<file path="config.mk">
export PLATFORM = sky130hd
export DESIGN_NAME = bfp_stream
export DESIGN_NICKNAME = d
export VERILOG_FILES = /design/src/rtl/bfp_pkg.sv /design/src/rtl/bfp_div_seq.sv /design/src/rtl/bfp_stream.sv
export SDC_FILE = /design/constraint.sdc
export NUM_CORES = 1
export LEC_CHECK = 0
export ABC_CLOCK_PERIOD_IN_PS = 8750
export BUFFER_PORTS_ARGS = -buffer_cell sky130_fd_sc_hd__buf_4
export CORE_MARGIN = 5
export CORE_UTILIZATION = 61
export CTS_BUF_LIST = sky130_fd_sc_hd__clkbuf_4
export CTS_CLUSTER_SIZE = 16
export DETAILED_ROUTE_END_ITERATION = 8
export PLACE_DENSITY = 0.77
export SLEW_MARGIN = 20
export SYNTH_ARGS = -nofsm -noshare
export SYNTH_HDL_FRONTEND = slang
export SYNTH_SLANG_ARGS = --single-unit
</file>
<file path="constraint.sdc">
create_clock -name clk -period 8.75 [get_ports clk]
set_input_delay 2.625 -clock clk [delete_from_list [all_inputs] [get_ports clk]]
set_output_delay 2.625 -clock clk [all_outputs]
set_load 0.01 [all_outputs]
</file>
<file path="src/rtl/bfp_pkg.sv">
// Shared types and constants for the streaming body-fat-percentage block.
package bfp_pkg;

  typedef enum logic [2:0] {IDLE, MUL, DIV, CALC, HOLD} state_e;

  typedef enum logic [1:0] {CLS_LOW, CLS_FIT, CLS_AVG, CLS_OBESE} cls_e;

  localparam int unsigned K_BMI = 12;
  localparam int unsigned K_AGE = 23;
  localparam int unsigned K_SEX = 1080;
  localparam int unsigned K_OFS = 540;
  localparam int unsigned K_WT  = 100000;

  localparam logic [15:0] BFP_MAX = 16'd9999;

  localparam logic [15:0] F_LOW_LIM = 16'd2100;
  localparam logic [15:0] F_FIT_LIM = 16'd2500;
  localparam logic [15:0] F_AVG_LIM = 16'd3200;
  localparam logic [15:0] M_LOW_LIM = 16'd1400;
  localparam logic [15:0] M_FIT_LIM = 16'd1800;
  localparam logic [15:0] M_AVG_LIM = 16'd2500;

  function automatic logic [1:0] classify(input logic [15:0] v, input logic sx);
    logic [15:0] lo, fit, avg;
    lo  = sx ? M_LOW_LIM : F_LOW_LIM;
    fit = sx ? M_FIT_LIM : F_FIT_LIM;
    avg = sx ? M_AVG_LIM : F_AVG_LIM;
    if (v < lo)       return CLS_LOW;
    else if (v < fit) return CLS_FIT;
    else if (v < avg) return CLS_AVG;
    else              return CLS_OBESE;
  endfunction

endpackage

</file>
<file path="src/rtl/bfp_div_seq.sv">
// Restoring divider, one quotient bit per clock. Sequencing is left to the caller.
module bfp_div_seq #(
  parameter int unsigned Q = 25,
  parameter int unsigned D = 16
) (
  input  logic         clk,
  input  logic         rst_n,
  input  logic         start,
  input  logic [Q-1:0] dividend,
  input  logic [D-1:0] divisor,
  output logic         done,
  output logic [Q-1:0] quotient
);
  localparam int unsigned CW = $clog2(Q + 1);

  logic [Q-1:0]  quo_q, quo_d;
  logic [D-1:0]  rem_q, rem_d;
  logic [CW-1:0] cnt_q, cnt_d;
  logic [D:0]    rem_sh;
  logic          ge;

  always_comb begin
    rem_sh = {rem_q, quo_q[Q-1]};
    ge     = rem_sh >= {1'b0, divisor};
    quo_d  = quo_q;
    rem_d  = rem_q;
    cnt_d  = cnt_q;
    if (start) begin
      quo_d = dividend;
      rem_d = '0;
      cnt_d = CW'(Q);
    end else if (cnt_q != '0) begin
      rem_d = ge ? D'(rem_sh - {1'b0, divisor}) : D'(rem_sh);
      quo_d = {quo_q[Q-2:0], ge};
      cnt_d = cnt_q - 1'b1;
    end
  end

  always_ff @(posedge clk or negedge rst_n) begin
    if (!rst_n) begin
      quo_q <= '0;
      rem_q <= '0;
      cnt_q <= '0;
    end else begin
      quo_q <= quo_d;
      rem_q <= rem_d;
      cnt_q <= cnt_d;
    end
  end

  // High during the cycle whose closing edge shifts in the last quotient bit.
  assign done     = (cnt_q == CW'(1));
  assign quotient = quo_q;

endmodule

</file>
<file path="src/rtl/bfp_stream.sv">
// Sequential body-fat-percentage calculator with per-sex, per-class population counters.
module bfp_stream
  import bfp_pkg::*;
#(
  parameter int unsigned W     = 8,
  parameter int unsigned CNT_W = 16
) (
  input  logic             clk,
  input  logic             rst_n,
  input  logic             in_valid,
  output logic             in_ready,
  input  logic [W-1:0]     wt,
  input  logic [W-1:0]     ht,
  input  logic [W-1:0]     age,
  input  logic             s,
  output logic             out_valid,
  input  logic             out_ready,
  output logic [15:0]      bfp_x100,
  output logic [1:0]       bfprange,
  output logic             out_sex,
  output logic             err,
  input  logic             clr_stats,
  input  logic [2:0]       stat_sel,
  output logic [CNT_W-1:0] stat_count
);
  localparam int unsigned Q  = W + 17;
  localparam int unsigned D  = 2 * W;
  localparam int unsigned QC = Q + 6;

  state_e state_q, state_d;
  logic [W-1:0] wt_q, wt_d, ht_q, ht_d, age_q, age_d;
  logic         s_q, s_d;
  logic [15:0]  bfp_q, bfp_d;
  logic [1:0]   rng_q, rng_d;
  logic         sex_q, sex_d, err_q, err_d;
  logic [CNT_W-1:0] cnt_q [8];
  logic [CNT_W-1:0] cnt_d [8];

  logic [Q-1:0] dividend, quotient;
  logic [D-1:0] divisor;
  logic         div_start, div_done, hs;
  logic signed [QC-1:0] raw, sex_off;
  logic [15:0]  bfp_c;

  assign dividend  = Q'(wt_q) * Q'(K_WT);
  assign divisor   = D'(ht_q) * D'(ht_q);
  assign div_start = (state_q == MUL);

  bfp_div_seq #(.Q(Q), .D(D)) u_div (
    .clk      (clk),
    .rst_n    (rst_n),
    .start    (div_start),
    .dividend (dividend),
    .divisor  (divisor),
    .done     (div_done),
    .quotient (quotient)
  );

  // QC bits comfortably hold 12*quotient plus the age term without wrap.
  always_comb begin
    sex_off = s_q ? signed'(QC'(K_SEX)) : signed'(QC'(0));
    raw = signed'(QC'(quotient)) * signed'(QC'(K_BMI))
        + signed'(QC'(age_q)) * signed'(QC'(K_AGE))
        - sex_off
        - signed'(QC'(K_OFS));
    if (raw[QC-1])                           bfp_c = '0;
    else if (raw > signed'(QC'(BFP_MAX)))    bfp_c = BFP_MAX;
    else                                     bfp_c = raw[15:0];
  end

  assign hs = (state_q == HOLD) && out_ready;

  always_comb begin
    state_d = state_q;
    wt_d    = wt_q;
    ht_d    = ht_q;
    age_d   = age_q;
    s_d     = s_q;
    bfp_d   = bfp_q;
    rng_d   = rng_q;
    sex_d   = sex_q;
    err_d   = err_q;
    unique case (state_q)
      IDLE: if (in_valid) begin
        wt_d    = wt;
        ht_d    = ht;
        age_d   = age;
        s_d     = s;
        state_d = MUL;
      end
      MUL:  state_d = DIV;
      DIV:  if (div_done) state_d = CALC;
      CALC: begin
        sex_d   = s_q;
        err_d   = (ht_q == '0);
        bfp_d   = err_d ? 16'd0 : bfp_c;
        rng_d   = err_d ? CLS_LOW : classify(bfp_c, s_q);
        state_d = HOLD;
      end
      HOLD: if (out_ready) state_d = IDLE;
      default: state_d = IDLE;
    endcase
  end

  // A clear in the handshake cycle overrides the increment.
  always_comb begin
    for (int i = 0; i < 8; i++) begin
      cnt_d[i] = cnt_q[i];
      if (clr_stats)
        cnt_d[i] = '0;
      else if (hs && !err_q && ({sex_q, rng_q} == 3'(i)) && (cnt_q[i] != '1))
        cnt_d[i] = cnt_q[i] + 1'b1;
    end
  end

  always_ff @(posedge clk or negedge rst_n) begin
    if (!rst_n) begin
      state_q <= IDLE;
      wt_q    <= '0;
      ht_q    <= '0;
      age_q   <= '0;
      s_q     <= 1'b0;
      bfp_q   <= '0;
      rng_q   <= '0;
      sex_q   <= 1'b0;
      err_q   <= 1'b0;
      for (int i = 0; i < 8; i++) cnt_q[i] <= '0;
    end else begin
      state_q <= state_d;
      wt_q    <= wt_d;
      ht_q    <= ht_d;
      age_q   <= age_d;
      s_q     <= s_d;
      bfp_q   <= bfp_d;
      rng_q   <= rng_d;
      sex_q   <= sex_d;
      err_q   <= err_d;
      for (int i = 0; i < 8; i++) cnt_q[i] <= cnt_d[i];
    end
  end

  assign in_ready   = (state_q == IDLE);
  assign out_valid  = (state_q == HOLD);
  assign bfp_x100   = bfp_q;
  assign bfprange   = rng_q;
  assign out_sex    = sex_q;
  assign err        = err_q;
  assign stat_count = cnt_q[stat_sel];

endmodule
</file>
[After elaboration in Yosys (flattened, before gate mapping)]
Cells that the tools add are included.
Word-level totals
  register bits: 222
  output and inout bits: 38
Operators by class
  add/sub/neg operators: 13
  multipliers: 4
  order comparisons: 6
  equal/unequal tests: 23
  muxes and demuxes: 41
  bitwise logic cells: 1
  reduce and logical (&&, ||, !) cells: 34
Operator list (count)
  16-bit 2-to-1 mux: 24
  16-bit by 1-bit adder with 16-bit output, second input constant: 8
  16-bit inequality test, second input constant: 8
  25-bit 2-to-1 mux: 2
  16-bit binary-select mux with 3-bit select: 1
  16-bit by 12-bit less-than comparator with 1-bit output: 3
  31-bit by 15-bit > comparator with 1-bit output, second input constant: 1
  30-bit by 11-bit subtractor with 31-bit output: 1
  31-bit by 11-bit subtractor with 31-bit output, second input constant: 1
  29-bit by 13-bit adder with 30-bit output: 1
  25-bit by 2-bit multiplier with 27-bit output, second input constant: 1
  12-bit 2-to-1 mux: 2
  11-bit 2-to-1 mux: 2
  8-bit by 12-bit multiplier with 20-bit output, second input constant: 1
  1-bit logical AND: 18
  2-bit nonzero test: 9
  17-bit by 16-bit >= comparator with 1-bit output: 1
  8-bit by 8-bit multiplier with 16-bit output: 1
  16-bit subtractor: 1
  3-bit == test, second input constant: 5
  3-bit case mux with 5 select lines: 1
  8-bit by 5-bit multiplier with 13-bit output, second input constant: 1
  3-bit by 2-bit == test with 1-bit output, second input constant: 4
  5-bit 2-to-1 mux: 2
  other kinds (16): 23

[Depth between registers and ports, before layout]
  depth after elaboration: 12
  mapped depth: 39
  mapped depth without buffers: 38

[Cells and area by module]
A second synthesis with hierarchy kept.
Second synthesis, totals
  cell total of the unflattened synthesis: 2153
  area, all modules: 19708.9 um2
By module, submodules not included
  bfp_stream: instances 1, cells each 1790, area an instance 16415.7 um2, sequential area each 4404.2 um2
  bfp_div_seq: instances 1, cells each 363, area an instance 3293.2 um2, sequential area each 1151.1 um2

[Worst setup path after synthesis]
Ideal clock, no wire load.
  path kind: reg2reg
  start point: reg u_div.quo_q[1] (netlist: u_div.quotient[1])
  end point: reg rng_q[0] (netlist: bfprange[0])
  arrival: 6.994 ns
  required time: 8.684 ns
  path slack: 1.690 ns
  cell stages (with the launch flop): 38
  buffers on the path: 1
  cell sequence: dfrtp_1 > ha_1 > inv_1 > fa_1 > nor2b_1 > o21ai_0 > a21boi_0 > o21a_1 > nor2_1 > xnor2_1 > ha_1 > inv_1 > fa_1 > fa_1 > inv_1 > ha_1 > o211ai_1 > o211ai_1 > (+2 left out) > a21boi_0 > o21bai_1 > a221oi_1 > nand3_4 > buf_2 > nor2_1 > nor2_1 > ha_1 > nor2_1 > nor2_1 > o21ai_0 > a21oi_1 > a211oi_1 > maj3_1 > a21oi_1 > o31ai_1 > a21boi_0 > o32a_1
On the way
  cells in the longest elaborated chain, start to end: 12
  elaborated cells between the ends (all ways): 14
  classes of those cells: add/sub: 3; mul: 1; order compare: 4; mux: 6
RTL lines
  start, declared: RTL line bfp_div_seq.sv:16  | logic [Q-1:0] quo_q, quo_d;
  start signal, assigned: RTL line bfp_div_seq.sv:45  | quo_q <= quo_d;
  25-bit by 2-bit multiplier with 27-bit output (*): RTL line bfp_stream.sv:62  | raw = signed'(QC'(quotient)) * signed'(QC'(K_BMI))
  29-bit by 13-bit adder with 30-bit output (*): RTL line bfp_stream.sv:63  | + signed'(QC'(age_q)) * signed'(QC'(K_AGE))
  30-bit by 11-bit subtractor with 31-bit output (*): RTL line bfp_stream.sv:64  | - sex_off
  31-bit by 11-bit subtractor with 31-bit output (*): RTL line bfp_stream.sv:65  | - signed'(QC'(K_OFS));
  31-bit by 15-bit > comparator with 1-bit output: RTL line bfp_stream.sv:67  | else if (raw > signed'(QC'(BFP_MAX))) bfp_c = BFP_MAX;
  16-bit 2-to-1 mux: RTL line bfp_stream.sv:67
  16-bit 2-to-1 mux (*): RTL line bfp_stream.sv:66  | if (raw[QC-1]) bfp_c = '0;
  16-bit by 12-bit less-than comparator with 1-bit output: RTL line bfp_pkg.sv:30  | else if (v < avg) return CLS_AVG;
  1-bit 2-to-1 mux: RTL line bfp_pkg.sv:30
  2-bit 2-to-1 mux: RTL line bfp_pkg.sv:29  | else if (v < fit) return CLS_FIT;
  2-bit 2-to-1 mux (*): RTL line bfp_pkg.sv:28  | if (v < lo) return CLS_LOW;
  2-bit 2-to-1 mux (*): RTL line bfp_stream.sv:97  | rng_d = err_d ? CLS_LOW : classify(bfp_c, s_q);
  end signal, assigned: RTL line bfp_stream.sv:135  | rng_q <= rng_d;
  end, declared: RTL line bfp_stream.sv:34  | logic [1:0] rng_q, rng_d;
Mark *: on every way between the ends. The rest lies on a longest branch, timed or not.
A chain may end at the register's enable or synchronous reset.

[Final worst setup path]
Same ends and word-level chain as after synthesis.

==> results.sh <==
export IMPL_drive_above_1_share_pct=12.04
export IMPL_gp_congestion=0.9126
export IMPL_grt_total_usage_pct=25.05
export IMPL_ff2ff_path_depth=36
export IMPL_remaining_drc_errors=0
export IMPL_synthAdderAreaFrac_pct=20.43
export IMPL_synth_area_um2=19020
export IMPL_use_met3_pct=4.354
export IMPL_hold_viol=0
export IMPL_clk_latency_ns=0.71
export IMPL_drt_iter0_drc=1018
export IMPL_rsz0062_at_grt="no"
export IMPL_drv_slew=0
export IMPL_synth_top_family_by_area="adder cells"
export IMPL_crit_type="reg -> reg"
export IMPL_ys_seq_area_share_pct=29.21
export IMPL_required_ns=9.37
export IMPL_min_path_type="reg -> reg"
export IMPL_vias=15560
export IMPL_cp_slowest_stage_delay_ns=0.55
export IMPL_startpoint="u_div.quotient[1]"
export IMPL_portBuffers=70
export IMPL_synth_main_ff_cell="dfrtp_1"
export IMPL_start_util_pct=62.01
export IMPL_use_met2_pct=41.56
export IMPL_worst_r2r_setup_slack_ns=0.88
export IMPL_post_drt_via_cell_ratio=5.947
export IMPL_grt_overflow=0
export IMPL_fmax_ghz=0.1271
export IMPL_synth_xor_area_share_pct=7.927
export IMPL_synth_mux_area_share_pct=6.263
export IMPL_synthSimpleGateAreaFrac_pct=17.04
export IMPL_yosysWarnings=0
export IMPL_ant_nets=0
export IMPL_synth_compound_area_share_pct=13.82
export IMPL_fp_dieW_um=186.6
export IMPL_rows=64
export IMPL_synth_edff_count=0
export IMPL_final_setup_viol_count=0
export IMPL_area_delta_synth_final_pct=8.565
export IMPL_grt_busiest_layer="met2"
export IMPL_finalWirelength_um=43810
export IMPL_cts_clk_slew_worst_paths_ns=0.06
export IMPL_yosys_cell_types_count=78
export IMPL_cts_resized=0
export IMPL_clockRootBuffer="clkbuf_4"
export IMPL_relSlewSlack_pct=29.82
export IMPL_syn_inst=2106
export IMPL_hold_start="bfp_x100[8]"
export IMPL_fillers=2482
export IMPL_r2r_end="bfprange[0]"
export IMPL_arrival_ns=8.49
export IMPL_worst_pin_slew_ns=1.053
export IMPL_synthArstFlopShare_pct=100.0
export IMPL_die_y_um=186.6
export IMPL_first_pass_iters=5
export IMPL_status="finished, final reports clean"
export IMPL_finalSetupTns_ns=0
export IMPL_fin_worst_skew_ns=0.03994
export IMPL_min_period_over_period_pct=89.93
export IMPL_multi_input_area_um2=12460
export IMPL_regArea_um2=5555
export IMPL_nets=2486
export IMPL_cts_setup_buffers=0
export IMPL_htree_levels=3
export IMPL_die_area_um2=34810
export IMPL_core_um2=30670
export IMPL_clockBufferDepth=3
export IMPL_slowest_stage="fa_1"
export IMPL_cp_common_cell="nor2_1"
export IMPL_syn_avg_cell_area_um2=9.031
export IMPL_synth_fp_nets=2411
export IMPL_grt_pass1_vias=15520
export IMPL_cp_max_fo=15
export IMPL_wl_per_cell_um=16.75
export IMPL_cts_buffers=66
export IMPL_place_hpwl_um=33010
export IMPL_grt_pass1_wl_um=74330
export IMPL_min_period_ns=7.868
export IMPL_ys_ff_latch=222
export IMPL_pin_count=71
export IMPL_holdBufCountCts=0
export IMPL_grt_max_degree=99
export IMPL_cts_sinks=222
export IMPL_maxCapViolCount=0
export IMPL_cts_tree="done"
export IMPL_met1_usage_pct=32.98
export IMPL_antenna_found_initial=2
export IMPL_rr_startpoint="u_div.quotient[1]"
export IMPL_cp_endpoint="bfprange[0]"
export IMPL_endpoint_kind="flop"
export IMPL_startpoint_type="flop"
## metal layers
metal	share of wire (%)	routed length, um	up-vias
met5	0	0	-
met4	3.2	1417	0
met3	5.1	2249	95
met2	49	21410	393
met1	43	18740	7551
li1	-	-	7518
## synthesized netlist by cell type (5+ instances only)
library cell,n,area share (%)
a211oi_1,12,0.47
a21boi_0,7,0.28
a21o_1,28,1.1
a21oi_1,142,3.7
a22o_1,6,0.28
a31oi_1,26,0.86
and2_1,29,0.95
and3_1,27,0.89
and4_1,9,0.41
buf_1,5,0.099
clkbuf_1,65,1.3
dfrtp_1,222,29
fa_1,63,6.6
ha_1,209,14
inv_1,195,3.8
mux2_2,32,1.9
mux2i_1,11,0.58
mux4_2,32,3.8
nand2_1,192,3.8
nand2b_1,12,0.39
nand3_1,40,1.1
nand3b_1,5,0.20
nand4_1,40,1.3
nor2_1,200,3.9
nor2b_1,14,0.46
nor3_1,33,0.87
nor3b_1,7,0.28
nor4_1,6,0.20
o211ai_1,10,0.39
o21a_1,14,0.55
o21ai_0,110,2.9
o21bai_1,15,0.59
o31ai_1,5,0.20
or2_2,10,0.33
or3_1,40,1.3
xnor2_1,78,3.6
xor2_1,91,4.2
## cell usage in the layout (no fill, tap or decap), types with 78 or more instances in the layout
cell      synthesis  routed
dfrtp_1         222     222
ha_1            209     209
nor2_1          200     200
inv_1           195     195
nand2_1         192     192
a21oi_1         142     142
o21ai_0         110     109
xor2_1           91      91
clkbuf_4          0      90
xnor2_1          78      78
buf_4             0      78
## sequential cells by signal, summed over array words and instances (netlist names)
signal and flops:
cnt_q 128, u_div.quotient 25, bfp_x100 16, u_div.rem_q 16, age_q 8, ht_q 8
wt_q 8, u_div.cnt_q 5, state_q 3, bfprange 2, err 1, out_sex 1
s_q 1
## through the flow
| stage | setup WS, ns | area (um2) | hold WS (ns) | cells | util (%) |
|---|---|---|---|---|---|
| floorplan | 1.690 | 19020 | 0.4688 | 2106 | - |
| global route | 0.1845 | 20650 | 0.5151 | 2616 | 67.33 |
| detailed placement | 0.9433 | 19850 | 0.4735 | 2509 | 64.72 |
| global placement | 1.272 | 19850 | 0.4731 | 2509 | 64.72 |
| CTS | 0.9136 | 20640 | 0.4950 | 2614 | 67.30 |
| finish | 0.8816 | 20650 | 0.4939 | 2616 | 67.33 |
## layout make-up
class                      count  share of cell area, %
clock inverter                15                 0.5575
timing repair buffer          80                  2.963
multi-input combinational   1616                  60.33
tap                          396                  2.400
clock buffer                  90                  3.272
sequential                   222                  26.90
antenna                        2                0.02424
inverter                     195                  3.545
## critical path: cells and delay by family, from the launching register on
kind                     cells  cell delay, ns
AO/OA/AOI/OAI               16            3.13
adder cells (fa/ha/maj)      8            2.88
AND/OR/NAND/NOR              8            1.03
flip-flops                   1            0.41
buffers and inverters        3            0.19
XOR/XNOR                     1            0.16
## cells by family after synthesis
group           count (synthesis)
flops                         222
mux                            75
compound gates                423
simple gates                  675
fa+ha+maj                     273
xor+xnor                      170
buf+inv                       268
## worst min-delay path by stage
stage                   end  slack, ns  depth (start not counted)
2_1_floorplan    state_q[1]       0.47                          1
3_3_place_gp    bfp_x100[2]       0.47                          2
3_5_place_dp   bfp_x100[15]       0.47                          1
4_1_cts         bfp_x100[8]       0.49                          2
5_1_grt        bfp_x100[14]       0.52                          1
6_report        bfp_x100[8]       0.49                          2
Power is left out: the tool's default activity adds up to more than one toggle a clock period on the data nets, which glitch-free logic cannot reach.
